--- src/rtl/tms34020_bus_arb.sv ---
// DBUS arbiter for the TMS34020 local bus: CPU memory controller, host interface
// and an internal DRAM refresh sequencer share one bus through one-hot grants.
module tms34020_bus_arb #(
   parameter int ROW_W = 10,
   parameter int CNT_W = 12
) (
   input  logic             CLK,
   input  logic             RST,
   input  logic             EN,
   input  logic             CE_R,
   input  logic [CNT_W-1:0] REF_PERIOD,
   input  logic             CPU_REQ,
   input  logic             CPU_DONE,
   output logic             CPU_GNT,
   input  logic             HOST_REQ,
   input  logic             HOST_DONE,
   output logic             HOST_GNT,
   input  logic             REF_RDY,
   output logic             REF_CYC,
   output logic [3:0]       REF_CODE,
   output logic [ROW_W-1:0] REF_ROW,
   output logic [1:0]       REF_BACKLOG,
   output logic             BUSY,
   output logic [1:0]       DBG_STATE
);

   // Handshake: a requester holds REQ until granted; the grant stays high until
   // DONE is sampled on a tick, and the grant drops on that same edge.
   typedef enum logic [1:0] {S_IDLE, S_CPU, S_HOST, S_REF} state_t;

   state_t           state, state_n;
   logic [CNT_W-1:0] cnt, cnt_n;
   logic [ROW_W-1:0] row_n;
   logic [1:0]       backlog_n;
   logic             host_last, host_last_n;
   logic             tick, inc, dec;

   assign tick      = EN & CE_R;
   assign DBG_STATE = state;

   always_comb begin
      state_n     = state;
      cnt_n       = cnt;
      row_n       = REF_ROW;
      host_last_n = host_last;
      inc         = 1'b0;
      dec         = 1'b0;
      if (tick) begin
         if (REF_PERIOD != '0) begin
            if (cnt <= CNT_W'(1)) begin
               cnt_n = REF_PERIOD;
               inc   = 1'b1;
            end else begin
               cnt_n = cnt - CNT_W'(1);
            end
         end
         case (state)
            S_IDLE: begin
               if (REF_BACKLOG == 2'd3) begin
                  state_n = S_REF;
               end else if (HOST_REQ && !(CPU_REQ && host_last)) begin
                  state_n     = S_HOST;
                  host_last_n = 1'b1;
               end else if (CPU_REQ) begin
                  state_n     = S_CPU;
                  host_last_n = 1'b0;
               end else if (REF_BACKLOG != 2'd0) begin
                  state_n = S_REF;
               end
            end
            S_CPU:  if (CPU_DONE)  state_n = S_IDLE;
            S_HOST: if (HOST_DONE) state_n = S_IDLE;
            S_REF: begin
               if (REF_RDY) begin
                  dec     = 1'b1;
                  row_n   = REF_ROW + ROW_W'(1);
                  state_n = S_IDLE;
               end
            end
            default: state_n = S_IDLE;
         endcase
      end
   end

   // Saturating backlog; a simultaneous inc and dec cancel out.
   always_comb begin
      backlog_n = REF_BACKLOG;
      if (inc && !dec && REF_BACKLOG != 2'd3)
         backlog_n = REF_BACKLOG + 2'd1;
      else if (dec && !inc && REF_BACKLOG != 2'd0)
         backlog_n = REF_BACKLOG - 2'd1;
   end

   // Every *_n equals the current value when there is no tick, so the
   // unconditional update freezes state whenever EN or CE_R is low.
   always_ff @(posedge CLK) begin
      if (RST) begin
         state       <= S_IDLE;
         cnt         <= REF_PERIOD;
         REF_ROW     <= '0;
         REF_BACKLOG <= 2'd0;
         host_last   <= 1'b0;
         CPU_GNT     <= 1'b0;
         HOST_GNT    <= 1'b0;
         REF_CYC     <= 1'b0;
         REF_CODE    <= 4'b1111;
         BUSY        <= 1'b0;
      end else begin
         state       <= state_n;
         cnt         <= cnt_n;
         REF_ROW     <= row_n;
         REF_BACKLOG <= backlog_n;
         host_last   <= host_last_n;
         CPU_GNT     <= (state_n == S_CPU);
         HOST_GNT    <= (state_n == S_HOST);
         REF_CYC     <= (state_n == S_REF);
         REF_CODE    <= (state_n == S_REF) ? 4'b0011 : 4'b1111;
         BUSY        <= (state_n != S_IDLE);
      end
   end

endmodule

--- config.mk ---
export PLATFORM = sky130hd
export DESIGN_NAME = tms34020_bus_arb
export DESIGN_NICKNAME = d
export VERILOG_FILES = /design/src/rtl/tms34020_bus_arb.sv
export SDC_FILE = /design/constraint.sdc
export NUM_CORES = 1
export LEC_CHECK = 0
export ABC_CLOCK_PERIOD_IN_PS = 2600
export BUFFER_PORTS_ARGS = -buffer_cell sky130_fd_sc_hd__buf_2
export CORE_UTILIZATION = 35
export CTS_CLUSTER_SIZE = 28
export DETAILED_ROUTE_END_ITERATION = 7
export HOLD_SLACK_MARGIN = 0.02
export PLACE_DENSITY = 0.57
export SLEW_MARGIN = 20
export SYNTH_ARGS = -nofsm -noshare
export SYNTH_HDL_FRONTEND = slang
export SYNTH_SLANG_ARGS = --single-unit
--- constraint.sdc ---
create_clock -name CLK -period 2.6 [get_ports CLK]
set_clock_uncertainty 0.15 [all_clocks]
set_input_delay 0.39 -clock CLK [delete_from_list [all_inputs] [get_ports CLK]]
set_output_delay 0.39 -clock CLK [all_outputs]
set_load 0.005 [all_outputs]
Word-level counts from Yosys, hierarchy flattened. Index checks and enable logic that the tools add are counted.

Bitwise logic cells: 2. Reduce and logical (&&, ||, !) cells: 20. Magnitude comparators: 1. Mux-type cells: 24. Add/sub/neg operators: 4. Eq/ne operators: 8.

Operator list (count): 12-bit two-way mux (4); 2-bit two-way mux (10); 12-bit by 1-bit <= comparator with 1-bit output (second input constant) (1); 12-bit nonzero test (1); 2-bit nonzero test (6); 12-bit by 1-bit subtractor with 12-bit output (second input constant) (1); 10-bit by 1-bit adder with 10-bit output (second input constant) (1); 2-bit == test (second input constant) (5); 1-bit two-way mux (8); 2-bit case mux with 4 select lines (1); 1-bit logical AND (6); 2-bit by 1-bit == test with 1-bit output (second input constant) (2); 4-bit two-way mux (1); 4-bit AND reduction (1); 1-bit zero test (3); 3-bit AND reduction (1); 2-bit by 1-bit adder with 2-bit output (second input constant) (1); 2-bit zero test (1); 2-bit != test (second input constant) (1); 2-bit AND reduction (1); 2-bit by 1-bit subtractor with 2-bit output (second input constant) (1); 1-bit AND (1); 1-bit NOT (1).

Register bits: 35.

Depth between registers and ports, before layout. Gate-level depths: netlist of run 1.

Depth in word-level cells: 9. Mapped depth: 8. Mapped depth without buffers: 7.

Worst setup path before layout of run 1. Ideal clock, no wire load.

Path type: register -> register. From: register cnt[6]. To: register cnt[0] (data pin). Data required time: 2.188 ns. Period minus slack after synthesis: 1.952 ns. Arrival: 1.540 ns. Slack: 0.648 ns. Buffers on the path: 0. Cell stages (with the launch flop): 5. Library setup time: 0.262 ns. Path through: edfxtp_1 > or4_4 > nor3_2 > a21oi_1 > mux2_1.

Cells in the longest elaborated chain, start to end: 5.

Ends and longest elaborated chain: start, declared (line 32) `logic [CNT_W-1:0] cnt, cnt_n;`; start signal, assigned (line 110) `cnt <= cnt_n;`; 12-bit by 1-bit <= comparator with 1-bit output (line 50) `if (cnt <= CNT_W'(1)) begin`; 12-bit two-way mux (line 50); 12-bit two-way mux (line 49) `if (REF_PERIOD != '0) begin`; 12-bit two-way mux (line 48) `if (tick) begin`; 12-bit two-way mux (line 97) `if (RST) begin`.

Every way passes these cells. The select of a mux whose other input is x is not followed. A chain may end at the register's enable or synchronous reset.

Worst setup path after layout of run 1.
From: register cnt[6]. To: register cnt[8] (data pin).

Cells in the longest elaborated chain, start to end: 5. Elaborated cells between the ends (all ways): 6. Those cells by class: 1 x add/sub; 1 x order compare; 4 x mux.

Ends and longest elaborated chain (line): 12-bit by 1-bit subtractor with 12-bit output or 12-bit by 1-bit <= comparator with 1-bit output (tied branches) (54, 50); 12-bit two-way mux (*) (50); 12-bit two-way mux (*) (49); 12-bit two-way mux (*) (48); 12-bit two-way mux (*) (97).

Mark *: on every way between the ends. The rest lies on a longest branch, timed or not. The select of a mux whose other input is x is not followed.

==> results of run 1 <==
-- worst reg2reg max path, stage by stage, from the launching register on --
cell      delay, ns
edfxtp_1       0.43
or4_4          0.58
nor3_2         0.15
a21oi_1        0.20
buf_4          0.23
nor2_1         0.10
a21oi_1        0.05
-- cell usage after synthesis (2+ instances only) --
master    number  area, um^2
o21ai_0        8        40.0
inv_1          8        30.0
clkbuf_1       3        11.3
a21oi_1       16        80.1
nor3_2         3        30.0
nor2_1        26        97.6
mux2i_1        2        20.0
nand3_1        2        10.0
xor2_1         8        70.1
nor3_1         3        15.0
nand4_1        3        18.8
edfxtp_1      12         360
nand2b_1       2        12.5
dfxtp_1       20         400
and2_1         3        18.8
nand2_1       12        45.0
ha_1           3        37.5
buf_4          3        22.5
or3_1          3        18.8
and3_1         5        31.3
buf_2          2        10.0
xnor2_1        7        61.3
nor4_1         4        25.0
nor2b_1        3        18.8
-- metrics by stage --
| stage | hold slack (ns) | worst slack [ns] | total power, W | util (%) | instance area (um^2) |
|---|---|---|---|---|---|
| 2_1_floorplan | 0.299 | 0.648 | 0.000660 | - | 1710 |
| 3_3_place_gp | 0.318 | 0.459 | 0.000702 | 41.6 | 1970 |
| 3_5_place_dp | 0.323 | 0.459 | 0.000702 | 41.6 | 1970 |
| 4_1_cts | 0.186 | 0.440 | 0.00108 | 43.4 | 2050 |
| 5_1_grt | 0.209 | 0.312 | 0.00111 | 43.4 | 2050 |
| 6_report | 0.195 | 0.458 | 0.00106 | 43.4 | 2050 |
-- area by class of cell --
class | instances | share of cell area, %
Tap cell | 67 | 4.09
Multi-Input combinational cell | 137 | 42.8
Inverter | 8 | 1.47
Clock inverter | 1 | 0.244
Clock buffer | 7 | 3.73
Timing Repair Buffer | 42 | 10.5
Sequential cell | 32 | 37.1
-- per-layer routing --
layer	global-route usage [%]	vias up	share of wire, %
met4	6.54	0	1.9
met2	22.9	46	44
met3	4.92	7	5.4
li1	-	729	-
met5	0	-	0
met1	17.9	641	48
-- flip-flops by register name (all words and copies together) (netlist names) --
| signal | cells |
|---|---|
| cnt | 12 |
| HOST_GNT | 1 |
| REF_CODE | 1 |
| BUSY | 1 |
| REF_BACKLOG | 2 |
| REF_ROW | 10 |
| CPU_GNT | 1 |
| DBG_STATE | 2 |
| host_last | 1 |
| REF_CYC | 1 |
-- logic make-up after synthesis --
| kind of cell | Yosys count | synth area share, % |
|---|---|---|
| adder cells (fa/ha/maj) | 3 | 2.20 |
| AO/OA/AOI/OAI | 35 | 12.8 |
| multiplexers | 3 | 1.83 |
| XOR/XNOR | 15 | 7.69 |
| other | 1 | 0.220 |
| AND/OR/NAND/NOR | 79 | 26.4 |
| flip-flops | 32 | 44.5 |
| buffers and inverters | 16 | 4.32 |
-- final timing paths --
path,to,cells after the start
min reg2reg,REF_ROW[9],2
max reg2reg,cnt[8],6
max,cnt[8],6
min,host_last,2
-- power by group --
part           switching, W  internal (W)
registers         0.0000237      0.000550
clock network      0.000182      0.000188
logic             0.0000633     0.0000537
==> reports/metrics.cfg, run 1 <==
[run_status]
status=completed

[route]
drt_iter0_markers=134
routedWlPerCell_um=11.9
vias=1423
postRouteWirelength_mm=3.49
firstDrtPassIters=4
ant_nets=0
drcViolationCount=0
viasPerCell=4.84

[final_layout]
multi_input_area_um2=877
fillers=489
fin_nets=250
final-seq-area_um2=761
final_cells=294
final_cell_mix=buf_2 (40), nor2_1 (26), dfxtp_1 (20)
final_common_cell=buf_2
syn_to_final_growth_pct=19.9
num_antenna_cells=0
final_layout_size_suffix_gt1_share_pct=27.3

[yosys]
syn-mean-instance-area_um2=9.28
syn_inst=184
ys_seq_area_share_pct=44.5
synth_area_mm2=0.00171
async_flop_share_pct=0
yosysWarnings=0
synth_edf_count=12
ys_ff_latch=32
yosys.cell_types.count=47
synth_ff_type=dfxtp_1

[timing]
tightest_slew_ns=0.519
setup_viol_count_final=0
max_freq_mhz=467
period_needed_ns=2.14
rsz0062_at_grt=false
relSlewSlack_pct=65.4
tns_ns=0
finalHoldViolations=0
drv_slew=0
fin_crit_sh_pct=82.4

[setup_path]
setup.worst_path.class=reg2reg
crit_top_cell=a21oi_1
critPathMaxFanout=11
critPathMaxStageDelay_ns=0.58
crit_chain=or4_4, nor3_2, a21oi_1, buf_4, nor2_1, a21oi_1
worst_r2r_startpoint=cnt[6]
startpoint=cnt[6]
path_buf_inv=1
worstSetupEndpointType=flop
cp_slowest_cell=or4_4
required_ns=2.48
critPathLaunchType=flop
worst_path_dominant_cell_family=simple AND/OR/NAND/NOR gates
rrSetupSlack_ns=0.46
critPathArrivalTime_ns=2.03

[min_path]
worstHoldStart=CPU_REQ
hp-class=in2reg

[placement]
dpl.hpwl_mm=2.58
gp_congestion=0.724
numPortBuffers=40
place_inst=286

[global_route]
grt_pass1_wl_mm=5.69
grt_overflow=0
grt_max_degree=18
grt_pass1_vias=1290
antenna_found_initial=0
grt_util_all_layers_pct=14.5

[power_and_ir_drop]
peakVddDrop_uv=220
power.density_mw_per_mm2=518
power_leakage_nw=0.831

[clock_tree]
root_buffer=clkbuf_8
clockBufferDepth=2
cts_resized=0
htreeDepth=2
worstSkewPairLatency_ns=0.29
clk_pin_slew_worst_paths_ns=0.07
cts_made_buffers=5
postCtsSetupRepairBufs=0
cts_tree=built
cts_hold_buf=0
clock_sinks=32

[floorplanning]
die_area_mm2=0.00516
fp.dieH_um=71.9
rows=25
pin_count=43
start_util_pct=36.2
die_x_um=71.9
core_area_mm2=0.00472

[job]
cap_violations=0

(Power assumes the default switching activity.)
==> inputs of run 2 (changes only) <==
--- a/config.mk
+++ b/config.mk
@@ -5,7 +5,7 @@
 export SDC_FILE = /design/constraint.sdc
 export NUM_CORES = 1
 export LEC_CHECK = 0
-export ABC_CLOCK_PERIOD_IN_PS = 2600
+export ABC_CLOCK_PERIOD_IN_PS = 2250
 export BUFFER_PORTS_ARGS = -buffer_cell sky130_fd_sc_hd__buf_2
 export CORE_UTILIZATION = 35
 export CTS_CLUSTER_SIZE = 28
==> constraint.sdc (replaced) <==
create_clock -name CLK -period 2.25 [get_ports CLK]
set_clock_uncertainty 0.15 [all_clocks]
set_input_delay 0.3375 -clock CLK [delete_from_list [all_inputs] [get_ports CLK]]
set_output_delay 0.3375 -clock CLK [all_outputs]
set_load 0.005 [all_outputs]
==> reports/metrics.cfg, run 2 (synthesized netlist as in run 1, its figures left out) <==
[final_layout]
largest_reg_flops=12  ; unchanged
final_layout_size_suffix_gt1_share_pct=28.5  ; +1.2 points
fin_nets=251  ; +0.40%
reg.largest.list=cnt (12), REF_ROW (10)
syn_to_final_growth_pct=21.0
final_cell_mix=buf_2 (40), nor2_1 (26), dfxtp_1 (20)
largest-register=cnt
num_antenna_cells=0  ; unchanged
final_common_cell=buf_2

[clock_tree]
cts_made_buffers=5  ; unchanged
postCtsSetupRepairBufs=0  ; unchanged
clk_pin_slew_worst_paths_ns=0.07  ; about the same
cts_hold_buf=0  ; unchanged
htreeDepth=2  ; unchanged
root_buffer=clkbuf_8
cts_resized=0  ; unchanged
cts_tree=built
clockBufferDepth=2  ; unchanged
clock_sinks=32  ; unchanged
worstSkewPairLatency_ns=0.28  ; about the same

[global_route]
grt_use_met3_pct=4.22  ; -0.70 points
grt_overflow=0  ; unchanged
grt_most_used_layer=met2
grt_pass1_wl_mm=5.57  ; -2.2%
grt_pass1_vias=1216  ; -5.7%
use_met2_pct=20.4  ; -2.4 points
grt_util_all_layers_pct=14.2  ; -0.25 points
gr-usage-met1_pct=19.3  ; +1.4 points
grt_max_degree=18  ; unchanged
antenna_found_initial=0  ; unchanged

[timing]
fin_crit_sh_pct=92.8  ; +10 points
period_needed_ns=2.09  ; -0.0547 ns
rsz0062_at_grt=false
drv_slew=0  ; unchanged
tns_ns=0  ; unchanged
tightest_slew_ns=0.501  ; -0.0179 ns
relSlewSlack_pct=66.5  ; +1.1 points
setup_viol_count_final=0  ; unchanged
max_freq_mhz=479  ; +2.6%
setup_ws_ns=0.163  ; -0.295 ns
finalHoldViolations=0  ; unchanged

[floorplanning]
fp.dieH_um=71.9  ; unchanged
start_util_pct=36.2  ; unchanged
die_x_um=71.9  ; unchanged
rows=25  ; unchanged
core_area_mm2=0.00472  ; unchanged
die_area_mm2=0.00516  ; unchanged
pin_count=43  ; unchanged

[setup_path]
critPathArrivalTime_ns=1.97  ; -0.06 ns
setup.worst_path.class=reg2reg
critPathMaxFanout=15  ; +4
worstSetupEndpointType=flop
cp_slowest_cell=or4_4
crit_path_end=cnt[8]
critPathLaunchType=flop
critPathMaxStageDelay_ns=0.58  ; about the same
worstRegToRegCells=6  ; unchanged
required_ns=2.13  ; -0.35 ns
crit_chain=or4_4, nor3_2, a21oi_1, buf_4, nor2_1, a21oi_1
startpoint=cnt[6]
r2r-end=cnt[8]
rrSetupSlack_ns=0.16  ; -0.30 ns
worst_r2r_startpoint=cnt[6]
crit_top_cell=a21oi_1

[min_path]
worstHoldStart=CPU_REQ
hp-class=in2reg

[route]
ant_nets=0  ; unchanged
vias=1406  ; -1.2%
routedWlPerCell_um=11.5  ; -3.3%
drt_iter0_markers=104  ; -22%
drcViolationCount=0  ; unchanged
viasPerCell=4.77  ; -1.5%
postRouteWirelength_mm=3.38  ; -3.0%
firstDrtPassIters=4  ; unchanged

[placement]
gp_congestion=0.733  ; +1.2%
preCtsSetupSlack_ns=0.190  ; -0.269 ns
numPortBuffers=40  ; unchanged
dpl.hpwl_mm=2.51  ; -2.9%

[job]
cap_violations=0  ; unchanged

[power_and_ir_drop]
power.density_mw_per_mm2=607  ; +17%
peakVddDrop_uv=321  ; +46%
power_leakage_nw=0.846  ; +1.7%

[run_status]
status=completed

-- run 2: where the power goes --
part	internal, W	leakage (nW)	total, W	switching, W
Combinational	0.0000621	0.516	0.000135	0.0000733
Sequential	0.000636	0.279	0.000663	0.0000271
Clock	0.000244	0.0510	0.000457	0.000213
-- run 2: worst min-delay path by stage --
stage                       to  slack (ns)  cells past startpoint
CTS                  host_last        0.14                      2
global route         host_last        0.17                      2
detailed placement  REF_ROW[9]        0.33                      2
finish               host_last        0.15                      2
global placement    REF_ROW[9]        0.32                      2
floorplan            host_last        0.30                      1
-- run 2: layer usage --
| metal | share of wire, % | wire [um] | vias up |
|---|---|---|---|
| met5 | 0 | 0 | - |
| met4 | 2.1 | 71 | 0 |
| met3 | 5.6 | 189 | 7 |
| met2 | 42 | 1430 | 42 |
| met1 | 50 | 1690 | 625 |
| li1 | - | - | 732 |
-- run 2: cell type report --
| type | count | area, um^2 |
|---|---|---|
| Timing Repair Buffer | 43 | 223 |
| Tap cell | 67 | 83.8 |
| Sequential cell | 32 | 761 |
| Multi-Input combinational cell | 137 | 877 |
| Clock inverter | 2 | 10.0 |
| Clock buffer | 6 | 82.6 |
| Inverter | 8 | 30.0 |
| Fill cell | 470 | 2660 |
-- run 2: per-stage QoR --
step / instance area, um^2 / util, % / power [W] / cells / hold WS [ns]
2_1_floorplan: 1710 / - / 0.000762 / 185 / 0.299
3_3_place_gp: 1970 / 41.8 / 0.000812 / 287 / 0.317
3_5_place_dp: 1970 / 41.8 / 0.000812 / 287 / 0.330
4_1_cts: 2070 / 43.8 / 0.00128 / 295 / 0.138
5_1_grt: 2070 / 43.8 / 0.00131 / 295 / 0.168
6_report: 2070 / 43.8 / 0.00126 / 295 / 0.150
-- run 2: worst max-delay path: cells and delay by family (launching register included) --
kind                   cells  cell delay (ns)
AOI/OAI and AO/OA          2             0.19
DFF                        1             0.44
buffers and inverters      1             0.21
and+or+nand+nor            3             0.85
